--- src/rtl/seg7_scan_display.sv ---
// Time-multiplexed seven-segment driver. It scans DIGITS digits one slot at a time,
// snapshots its inputs once per frame, and supports per-digit blink and decimal point.
module seg7_scan_display #(
    parameter int DIGITS       = 8,
    parameter int SCAN_DIV     = 25000,
    parameter int BLINK_FRAMES = 64
) (
    input  logic                  clk,
    input  logic                  rst,
    input  logic                  en,
    input  logic [5*DIGITS-1:0]   digit_val,
    input  logic [DIGITS-1:0]     dp_mask,
    input  logic [DIGITS-1:0]     blink_mask,
    output logic [DIGITS-1:0]     seg_en,
    output logic [7:0]            seg_out,
    output logic                  frame_start
);

    localparam int PW = (SCAN_DIV > 1) ? $clog2(SCAN_DIV) : 1;
    localparam int IW = (DIGITS > 1) ? $clog2(DIGITS) : 1;
    localparam int FW = (BLINK_FRAMES > 1) ? $clog2(BLINK_FRAMES) : 1;

    localparam logic [PW-1:0] PCNT_MAX = PW'(SCAN_DIV - 1);
    localparam logic [IW-1:0] IDX_MAX  = IW'(DIGITS - 1);
    localparam logic [FW-1:0] FCNT_MAX = FW'(BLINK_FRAMES - 1);

    logic [PW-1:0]         pcnt;
    logic [IW-1:0]         idx;
    logic [FW-1:0]         fcnt;
    logic                  phase;
    logic [5*DIGITS-1:0]   shd_val;
    logic [DIGITS-1:0]     shd_dp;
    logic [DIGITS-1:0]     shd_blink;

    logic                  tick;
    logic                  frame_tick;
    logic [IW-1:0]         idx_next;
    logic [4:0]            cur_code;
    logic                  cur_dp;
    logic                  cur_blink;
    logic                  blanked;
    logic [6:0]            glyph;
    logic [7:0]            seg_out_d;
    logic [DIGITS-1:0]     seg_en_d;

    function automatic logic [6:0] decode(input logic [4:0] code);
        logic [6:0] g;
        case (code)
            5'd0:    g = 7'b0111111;
            5'd1:    g = 7'b0000110;
            5'd2:    g = 7'b1011011;
            5'd3:    g = 7'b1001111;
            5'd4:    g = 7'b1100110;
            5'd5:    g = 7'b1101101;
            5'd6:    g = 7'b1111101;
            5'd7:    g = 7'b0000111;
            5'd8:    g = 7'b1111111;
            5'd9:    g = 7'b1101111;
            5'd10:   g = 7'b1110111;
            5'd11:   g = 7'b1111100;
            5'd12:   g = 7'b0111001;
            5'd13:   g = 7'b1011110;
            5'd14:   g = 7'b1111001;
            5'd15:   g = 7'b1110001;
            5'd16:   g = 7'b1110110;
            5'd17:   g = 7'b1000000;
            default: g = 7'b0000000;
        endcase
        return g;
    endfunction

    assign tick       = (pcnt == PCNT_MAX);
    assign frame_tick = tick && (idx == '0);
    assign idx_next   = (idx == IDX_MAX) ? '0 : idx + IW'(1);

    // Digit 0 is decoded from the live inputs so it matches the snapshot taken on the same edge.
    always_comb begin
        cur_code  = digit_val[4:0];
        cur_dp    = dp_mask[0];
        cur_blink = blink_mask[0];
        for (int i = 1; i < DIGITS; i++) begin
            if (idx == IW'(i)) begin
                cur_code  = shd_val[5*i +: 5];
                cur_dp    = shd_dp[i];
                cur_blink = shd_blink[i];
            end
        end
    end

    always_comb begin
        blanked   = cur_blink & phase;
        glyph     = decode(cur_code);
        seg_out_d = ~{cur_dp & ~blanked, glyph & {7{~blanked}}};
        seg_en_d  = ~(DIGITS'(1) << idx);
    end

    always_ff @(posedge clk) begin
        if (rst || !en) begin
            pcnt        <= '0;
            idx         <= '0;
            fcnt        <= '0;
            phase       <= 1'b0;
            shd_val     <= {DIGITS{5'd31}};
            shd_dp      <= '0;
            shd_blink   <= '0;
            seg_en      <= '1;
            seg_out     <= 8'hFF;
            frame_start <= 1'b0;
        end else begin
            frame_start <= 1'b0;
            if (tick) begin
                pcnt    <= '0;
                idx     <= idx_next;
                seg_en  <= seg_en_d;
                seg_out <= seg_out_d;
            end else begin
                pcnt <= pcnt + PW'(1);
            end
            // The frame's own outputs above already used the pre-update phase.
            if (frame_tick) begin
                shd_val     <= digit_val;
                shd_dp      <= dp_mask;
                shd_blink   <= blink_mask;
                frame_start <= 1'b1;
                if (fcnt == FCNT_MAX) begin
                    fcnt  <= '0;
                    phase <= ~phase;
                end else begin
                    fcnt <= fcnt + FW'(1);
                end
            end
        end
    end

endmodule

--- config.mk ---
export PLATFORM = sky130hd
export DESIGN_NAME = seg7_scan_display
export DESIGN_NICKNAME = d
export VERILOG_FILES = /design/src/rtl/seg7_scan_display.sv
export SDC_FILE = /design/constraint.sdc
export NUM_CORES = 1
export LEC_CHECK = 0
export BUFFER_PORTS_ARGS = -buffer_cell sky130_fd_sc_hd__clkbuf_2
export CORE_MARGIN = 2
export CORE_UTILIZATION = 51
export CTS_BUF_LIST = sky130_fd_sc_hd__clkbuf_16
export CTS_CLUSTER_SIZE = 12
export DETAILED_ROUTE_END_ITERATION = 6
export HOLD_SLACK_MARGIN = 0.1
export PLACE_DENSITY = 0.75
export SYNTH_ARGS = -nofsm -noshare
export SYNTH_HDL_FRONTEND = slang
export SYNTH_SLANG_ARGS = --single-unit
--- constraint.sdc ---
create_clock -name clk -period 3.05 [get_ports clk]
set_input_delay 0.305 -clock clk [delete_from_list [all_inputs] [get_ports clk]]
set_output_delay 0.305 -clock clk [all_outputs]
set_load 0.02 [all_outputs]
==> metrics.cfg, run 1 <==
[synthesis]
synth_edf_count = 0
ys_seq_elements = 91
synth_top_family_by_area = simple AND/OR/NAND/NOR gates
synth_xor_area_frac = 0.03678
ys_top_cells_by_area = dfxtp_1, nand2_1, nand3_1, a21oi_1, ha_1
synth.top_cell.area_share = 0.4027
synthCells = 566
muxShareOfSynthArea = 0.007190
synth-main-ff-cell = dfxtp_1
synth.cell_area_mm2 = 0.004524
netlist-cell-type-count = 65
ys_seq_area_frac = 0.4027
synthAdderAreaFrac = 0.03872
avgSynthCellArea_um2 = 7.994
ys_async_sr_fraction = 0
synth-simple-area-share = 0.2967
yosys_warnings = 0
yosysTopAreaCell = dfxtp_1
synth_nets = 639
synth-compound-area-share = 0.1692

[detailed_routing]
drcViolationCount = 0
wl_per_cell_um = 15.34
antenna_left = 0
dr_total_vias = 4260
firstDrtPassIters = 5
wl_um = 11550
via_per_inst = 5.657
drt_iter0_drc = 245

[timing]
layout_setup_ws_ps = 212.7
clock_skew_ps = 6.499
timing.fmax_ghz = 0.3524
max_slew_margin = 0.5597
min_period_over_period = 0.9303
tightest_slew_ps = 660.5
slew_viol_final = 0
rsz0062_at_grt = false
period_minus_slack_ps = 2837
setup_tns_ps = 0
hold_viol = 0
setup_viol = 0

[die]
num_io_pins = 76
die_y_um = 98.19
dieArea_mm2 = 0.009640
start_util = 0.5213
core-area_mm2 = 0.008678
num_rows = 34
dieWidth_um = 98.19

[grt]
overflow = 0
grt_pass1_vias = 3967
grt_util_all_layers = 0.2411
antenna_found_initial = 0
grt_pass1_wl_um = 19040
grt_max_degree = 51

[critical_path]
crit_fanout = 6
critical_path_class = flip-flop to flip-flop
cp.required_ps = 3260
path_cells = ha_1, ha_1, or4_1, a21oi_1, o31a_1, or2_2, inv_1, ha_1, inv_1, o21ai_0, a311oi_1, nor3_1
crit_path_frequent_cell = ha_1
cp_num_buf_inv = 2
r2r_start = idx[0]
arrival_ps = 3050
crit_family = simple AND/OR/NAND/NOR gates
slowest_stage = or4_1
worst_r2r_path_depth = 12
regToRegSetupSlack_ps = 210
timing.rr.end = seg_out[5]
slowest_delay_ps = 510
setup.worst_path.end_class = flip-flop
start_kind = flip-flop

[power]
p_leak_nw = 2.268
ir_drop_mv = 0.2761
powerDensity_mw_per_mm2 = 449.9

[place]
pre_cts_ws_ps = 177.4
hpwl_um = 8342
finalWeightedCongestion = 0.9684
io_buffers = 75

[cells_and_area]
n_antenna_cell = 0
drive_gt1_frac = 0.2140
most-common-layout-cells = nand2_1, dfxtp_1, clkbuf_2, nand3_1, nor2_1
layout.nets = 714
syn_to_final_growth_pct = 18.11
final_common_cell = nand2_1

[clock_network]
clockRootBuffer = clkbuf_16
clkLatencyLatePin_ps = 340
cts_buffers = 9
clock-sinks = 91
post-cts-setup-buffer-count = 0
ctsHtreeMaxLevel = 3
cts_buffer_depth = 2
clk_pin_slew_ps = 60
cts_tree = done

[min_path]
hp-class = primary input to flip-flop
min_to = shd_val[39]
min_from = digit_val[39]
min_path_cells = 3

[run_status]
outcome = complete, no violations

[job]
drv_cap = 0

[final cells by class]
type                    instances  area, um^2
multi-input cells             429        2502
clock buffers                   9       225.2
fillers                       818        3334
clock inverters                 6       66.31
repair buffers                 98       548.0
inverters                      12       45.04
well taps                     108       135.1
flip-flops and latches         91        1822
[per-stage QoR]
step	cell area [um^2]	power (mW)	std cells	utilization	hold WS (ps)
after floorplan	4524	1.272	566	-	417.5
final	5344	2.404	753	0.6158	169.3
after global routing	5344	2.479	753	0.6158	179.8
after CTS	5334	2.420	753	0.6146	165.5
after detailed placement	5042	1.330	738	0.5810	445.8
after global placement	5042	1.329	738	0.5810	428.6
[sequential cells by signal, summed over array words and instances (netlist names)]
name,cells
seg_out,8
phase,1
pcnt,15
seg_en,8
fcnt,6
shd_blink,7
frame_start,1
shd_dp,7
idx,3
shd_val,35
[power by group]
part,leakage (nW),switching (mW),total (mW),internal (mW)
registers,0.735,0.000896,1.19,1.19
logic,1.39,0.0620,0.115,0.0530
clock network,0.139,0.467,1.10,0.632
total,2.27,0.530,2.40,1.87
[layer usage]
metal,track usage,share of wire,vias to the layer above
met4,0.07165,0.018,0
li1,-,-,2115
met3,0.04366,0.045,20
met1,0.3234,0.46,2017
met5,0,0,-
met2,0.3988,0.48,108
[how the worst max path moves through the flow]
stage,startpoint,endpoint,slack [ps],cells past startpoint
final,idx[0],seg_out[5],210,12
after global routing,idx[0],seg_out[3],10,12
after CTS,idx[0],seg_out[1],80,12
after detailed placement,idx[0],seg_out[3],180,8
after global placement,idx[0],seg_out[3],250,8
after floorplan,idx[2],seg_out[1],150,14
[repair_timing]
item | CTS | global route
setup endpoints to repair | 0 | 7
gates resized for setup | 0 | 3
hold buffers | 0 | 0
[cells in the mapped netlist, types with 3 or more instances]
| library cell | n |
|---|---|
| nand2_1 | 131 |
| dfxtp_1 | 91 |
| nand3_1 | 48 |
| nor2_1 | 44 |
| a21oi_1 | 37 |
| clkbuf_1 | 18 |
| ha_1 | 14 |
| o21ai_0 | 13 |
| xor2_1 | 13 |
| inv_1 | 10 |
| nor3_1 | 9 |
| nor2b_1 | 8 |
| a211oi_1 | 6 |
| nand2b_1 | 6 |
| xnor2_1 | 6 |
| buf_1 | 5 |
| buf_6 | 5 |
| nand4_1 | 5 |
| o211ai_1 | 5 |
| a2111oi_2 | 4 |
| a21o_1 | 4 |
| and3_1 | 4 |
| and3b_1 | 4 |
| buf_2 | 4 |
| nor3b_1 | 4 |
| or3_1 | 4 |
| a22oi_1 | 3 |
| a31oi_1 | 3 |
| a32oi_1 | 3 |
| o21a_1 | 3 |
| o221ai_1 | 3 |
| o31ai_1 | 3 |
[worst reg2reg max path: cells and delay by family, from the launching register on]
family / cells / cell delay, ps
AND/OR/NAND/NOR: 3 / 750
AO/OA/AOI/OAI: 4 / 670
flip-flops: 1 / 350
adder cells (fa/ha/maj): 3 / 720
buffers and inverters: 2 / 220
[logic make-up after synthesis]
family	after synthesis
compound gates	108
xor+xnor	19
fa+ha+maj	14
buf+inv	46
flops	91
mux	3
simple gates	285
(Power assumes the default switching activity.)
==> run 2: changes to the inputs <==
--- a/config.mk
+++ b/config.mk
@@ -8,7 +8,7 @@
 export BUFFER_PORTS_ARGS = -buffer_cell sky130_fd_sc_hd__clkbuf_2
 export CORE_MARGIN = 2
 export CORE_UTILIZATION = 51
-export CTS_BUF_LIST = sky130_fd_sc_hd__clkbuf_16
+export CTS_BUF_LIST = sky130_fd_sc_hd__clkbuf_4 sky130_fd_sc_hd__clkbuf_8 sky130_fd_sc_hd__clkbuf_16
 export CTS_CLUSTER_SIZE = 12
 export DETAILED_ROUTE_END_ITERATION = 6
 export HOLD_SLACK_MARGIN = 0.1
==> run 2 against run 1 <==
Clock skew increased by 6.9 ps; flip-flop and latch count unchanged; sequential power about the same; first-iteration DRC count increased by 5.3%; setup slack improved by 17 ps; total power decreased by 12%; clock power decreased by 26%; clock-buffer cell count increased by 1; largest power group unchanged; highest routed layer unchanged.
==> metrics.cfg, run 2 (same netlist as run 1, synthesis figures left out) <==
[run_status]
outcome = complete, no violations

[power]
power_frac_comb = 0.054
pwr-share-seq = 0.560
p_leak_nw = 2.217
pwr-share-clk = 0.386
intPower_mw = 1.629
total_power_mw = 2.122
powerDensity_mw_per_mm2 = 404.6
switching_share = 0.2322
power.net_switching_uw = 492.6
ir_drop_mv = 0.2903

[die]
core-area_mm2 = 0.008678
num_rows = 34
dieArea_mm2 = 0.009640
start_util = 0.5213
die_y_um = 98.19
dieWidth_um = 98.19
num_io_pins = 76

[place]
hpwl_um = 8342
finalWeightedCongestion = 0.9684
io_buffers = 75

[cells_and_area]
final_common_cell = nand2_1
syn_to_final_growth_pct = 15.90
most-common-layout-cells = nand2_1, dfxtp_1, clkbuf_2, nand3_1, nor2_1
n_antenna_cell = 0
layout.nets = 714
regMostFlops = shd_val
reg_top3 = shd_val: 35 flops, pcnt: 15 flops
largest_reg_flops = 35
drive_gt1_frac = 0.2155

[timing]
slew_viol_final = 0
rsz0062_at_grt = false
clock_skew_ps = 13.36
timing.fmax_ghz = 0.3545
period_minus_slack_ps = 2821
hold_viol = 0
min_period_over_period = 0.9248
setup_viol = 0
setup_tns_ps = 0
tightest_slew_ps = 666.2
max_slew_margin = 0.5559

[detailed_routing]
antenna_left = 0
dr_total_vias = 4282
wl_per_cell_um = 15.13
firstDrtPassIters = 5
drt_iter0_drc = 258
drcViolationCount = 0
via_per_inst = 5.687
wl_um = 11400

[job]
drv_cap = 0

[grt]
grt_pass1_wl_um = 18840
antenna_found_initial = 0
grt_max_degree = 51
grt_pass1_vias = 3941
grt_util_all_layers = 0.2374
overflow = 0

[clock_network]
clock-sinks = 91
ctsHoldBuffers = 0
clk_pin_slew_ps = 90
ctsHtreeMaxLevel = 3
clkLatencyLatePin_ps = 360
cts_buffer_depth = 2
cts_tree = done
clockRootBuffer = clkbuf_8
cts_buffers = 9

[critical_path]
start_kind = flip-flop
arrival_ps = 3060
critical_path_class = flip-flop to flip-flop
r2r_start = idx[1]
cp.required_ps = 3290
startpoint = idx[1]
setup.worst_path.end_class = flip-flop
crit_fanout = 15

[min_path]
min_from = digit_val[39]
hp-class = primary input to flip-flop

-- run 2: layout make-up --
| class | count | area (um^2) |
|---|---|---|
| Fill cell | 827 | 3435 |
| Multi-Input combinational cell | 429 | 2500 |
| Inverter | 12 | 45.04 |
| Timing Repair Buffer | 98 | 548.0 |
| Clock buffer | 10 | 131.4 |
| Clock inverter | 5 | 62.56 |
| Tap cell | 108 | 135.1 |
| Sequential cell | 91 | 1822 |
-- run 2: power groups by stage --
| stage | registers, mW | logic [mW] | clock network [mW] |
|---|---|---|---|
| 6_report | 1.19 | 0.115 | 0.818 |
| 5_1_grt | 1.19 | 0.126 | 0.892 |
| 3_3_place_gp | 1.22 | 0.112 | 0 |
| 4_1_cts | 1.19 | 0.114 | 0.838 |
| 2_1_floorplan | 1.22 | 0.0551 | 0 |
| 3_5_place_dp | 1.22 | 0.113 | 0 |
-- run 2: final timing paths --
check	to	slack (ps)	cells after the start
max reg2reg	seg_out[3]	230	9
min reg2reg	shd_blink[2]	460	2
max	seg_out[3]	230	9
min	shd_val[39]	150	3
-- run 2: metrics by stage --
stage                     hold slack, ps  cell area, um^2    util  std cells  worst slack, ps
after floorplan                    417.5             4524       -        566            150.6
after global placement             428.6             5042  0.5810        738            251.4
after detailed placement           445.8             5042  0.5810        738            177.4
after CTS                          139.1             5236  0.6034        753            104.0
after global routing               145.8             5244  0.6042        753            28.59
final                              152.5             5244  0.6042        753            229.2
-- run 2: repair_timing --
item | in CTS | in global routing
endpoints found under the setup margin | 0 | 7
resized for setup | 0 | 3
buffers inserted | 0 | 0
-- run 2: worst max-delay path, stage by stage (launching register included) --
cell and delay, ps:
dfxtp_1 350, inv_1 100, ha_2 350, buf_4 260, or3b_2 470, a21oi_1 190, o211a_1 280, o211ai_2 230
a2111oi_2 400, nor3_1 70
-- run 2: metal layers --
metal  share of wire  wire length (um)  global-route usage  up-vias
met5               0                 0                   0        -
met2            0.47              5405              0.3804      133
met3           0.057               652             0.04152       19
met1            0.45              5142              0.3289     2022
met4           0.017               196             0.07271        0
li1                -                 -                   -     2108
==> run 3: changes to the inputs <==
--- a/config.mk
+++ b/config.mk
@@ -7,12 +7,13 @@
 export LEC_CHECK = 0
 export BUFFER_PORTS_ARGS = -buffer_cell sky130_fd_sc_hd__clkbuf_2
 export CORE_MARGIN = 2
-export CORE_UTILIZATION = 51
+export CORE_UTILIZATION = 55
 export CTS_BUF_LIST = sky130_fd_sc_hd__clkbuf_4 sky130_fd_sc_hd__clkbuf_8 sky130_fd_sc_hd__clkbuf_16
 export CTS_CLUSTER_SIZE = 12
 export DETAILED_ROUTE_END_ITERATION = 6
+export GPL_TIMING_DRIVEN = 1
 export HOLD_SLACK_MARGIN = 0.1
-export PLACE_DENSITY = 0.75
+export PLACE_DENSITY = 0.77
 export SYNTH_ARGS = -nofsm -noshare
 export SYNTH_HDL_FRONTEND = slang
 export SYNTH_SLANG_ARGS = --single-unit
==> constraint.sdc (replaced) <==
create_clock -name clk -period 3.45 [get_ports clk]
set_input_delay 0.345 -clock clk [delete_from_list [all_inputs] [get_ports clk]]
set_output_delay 0.345 -clock clk [all_outputs]
set_load 0.02 [all_outputs]
==> run 3 against run 2 <==
First-iteration DRC count is 16% higher; setup slack better by 110 ps; final area is 1.4% lower; combinational power is 16% lower; final cell count is 1.3% lower; core utilization is 3.5 points higher; largest cell class unchanged; sequential power is 12% lower.
==> metrics.cfg, run 3 (same netlist as run 1, synthesis figures left out) <==
[timing]
timing.fmax_ghz = 0.3213
tightest_slew_ps = 854.8
max_slew_margin = 0.4302
period_minus_slack_ps = 3113
rsz0062_at_grt = false
layout_setup_ws_ps = 337.2
slew_viol_final = 0
setup_viol = 0
min_period_over_period = 0.9023
clock_skew_ps = 13.98
hold_viol = 0
setup_tns_ps = 0

[critical_path]
timing.rr.end = seg_out[3]
arrival_ps = 3360
worst_r2r_path_depth = 11
r2r_start = idx[0]
critical_path_class = flip-flop to flip-flop
setup.worst_path.end_class = flip-flop
start_kind = flip-flop
cp.required_ps = 3700
regToRegSetupSlack_ps = 340
crit_fanout = 15

[clock_network]
cts_tree = done
clock-sinks = 91
cts_buffer_depth = 2
ctsHtreeMaxLevel = 3
cts_buffers = 9
clkLatencyLatePin_ps = 370
cts_resized = 0
post-cts-setup-buffer-count = 0
ctsHoldBuffers = 0
clk_pin_slew_ps = 90
clockRootBuffer = clkbuf_8

[place]
hpwl_um = 8059
dp_cells = 727
io_buffers = 75
pre_cts_ws_ps = 410.0
finalWeightedCongestion = 0.8676

[power]
p_leak_nw = 2.187
powerDensity_mw_per_mm2 = 351.9
ir_drop_mv = 0.1886

[grt]
grt_pass1_wl_um = 17770
grt_max_degree = 39
overflow = 0
grt_pass1_vias = 3795
antenna_found_initial = 0
grt_util_all_layers = 0.2504

[detailed_routing]
via_per_inst = 5.639
firstDrtPassIters = 5
drcViolationCount = 0
antenna_left = 0
wl_um = 11030
wl_per_cell_um = 14.85
drt_iter0_drc = 298
dr_total_vias = 4190

[die]
die_y_um = 94.70
num_io_pins = 76
dieArea_mm2 = 0.008967
dieWidth_um = 94.70
start_util = 0.5591
core-area_mm2 = 0.008093
num_rows = 33

[min_path]
min_from = digit_val[15]
min_to = shd_val[15]
hp-class = primary input to flip-flop
min_path_cells = 3

[cells_and_area]
nFillCells = 737
instances_no_fill = 743
seq_area_mm2 = 0.001822
layout.nets = 706
regMostFlops = shd_val
most-common-layout-cells = nand2_1, dfxtp_1, clkbuf_2, nand3_1, nor2_1
largest_reg_flops = 35
syn_to_final_growth_pct = 14.27
drive_gt1_frac = 0.2022
reg_top3 = shd_val: 35 flops, pcnt: 15 flops
n_antenna_cell = 0
final_common_cell = nand2_1
multi_input_area_mm2 = 0.002492

[job]
drv_cap = 0

[run_status]
outcome = complete, no violations

run 3: cell types whose count changed in the layout (fill, tap and decap cells not counted), sizes merged:
cell / delta
clkinvlp: -1
buf: -8
clkinv: +2
bufinv: -1
inv: +1
run 3: power breakdown:
part           switching (mW)  leakage (nW)  internal, mW
registers            0.000718         0.735          1.05
clock network           0.395        0.0907         0.276
logic                  0.0531          1.36        0.0438
run 3: layout make-up:
class / instances / share of cell area
clock buffer: 10 / 0.02541
clock inverter: 6 / 0.009197
inverter: 12 / 0.008712
multi-input combinational: 429 / 0.4821
sequential: 91 / 0.3524
tap: 105 / 0.02541
timing repair buffer: 90 / 0.09681
run 3: routing by layer:
metal	up-vias	track usage	wire length (um)
met2	130	0.3889	5041
met3	21	0.04310	638
met4	0	0.1002	250
met1	1940	0.3450	5103
li1	2099	-	-
met5	-	0	0
run 3: worst max path at each step:
stage	slack [ps]	end	startpoint	cells past startpoint
floorplan	550	seg_out[1]	idx[2]	14
global placement	490	seg_out[3]	idx[0]	11
detailed placement	410	seg_out[3]	idx[0]	9
CTS	390	seg_out[3]	idx[0]	9
global route	120	seg_out[5]	idx[0]	12
finish	340	seg_out[3]	idx[0]	11
run 3: critical path, cell delays in order, from the launching register on:
cell and delay (ps):
dfxtp_1 410, inv_1 90, ha_1 410, o21ai_0 420, a22oi_1 140, o31a_1 340
or2_2 330, ha_1 260, inv_1 130, a21oi_1 80, a2111oi_2 330, nor3_1 70
run 3: through the flow:
step	cell area (um^2)	total power, mW	util	hold slack (ps)
floorplan	4524	1.124	-	417.5
global placement	4991	1.172	0.6167	433.2
detailed placement	4991	1.171	0.6167	439.9
CTS	5170	1.833	0.6388	169.3
global route	5170	1.889	0.6388	175.9
finish	5170	1.820	0.6388	180.5
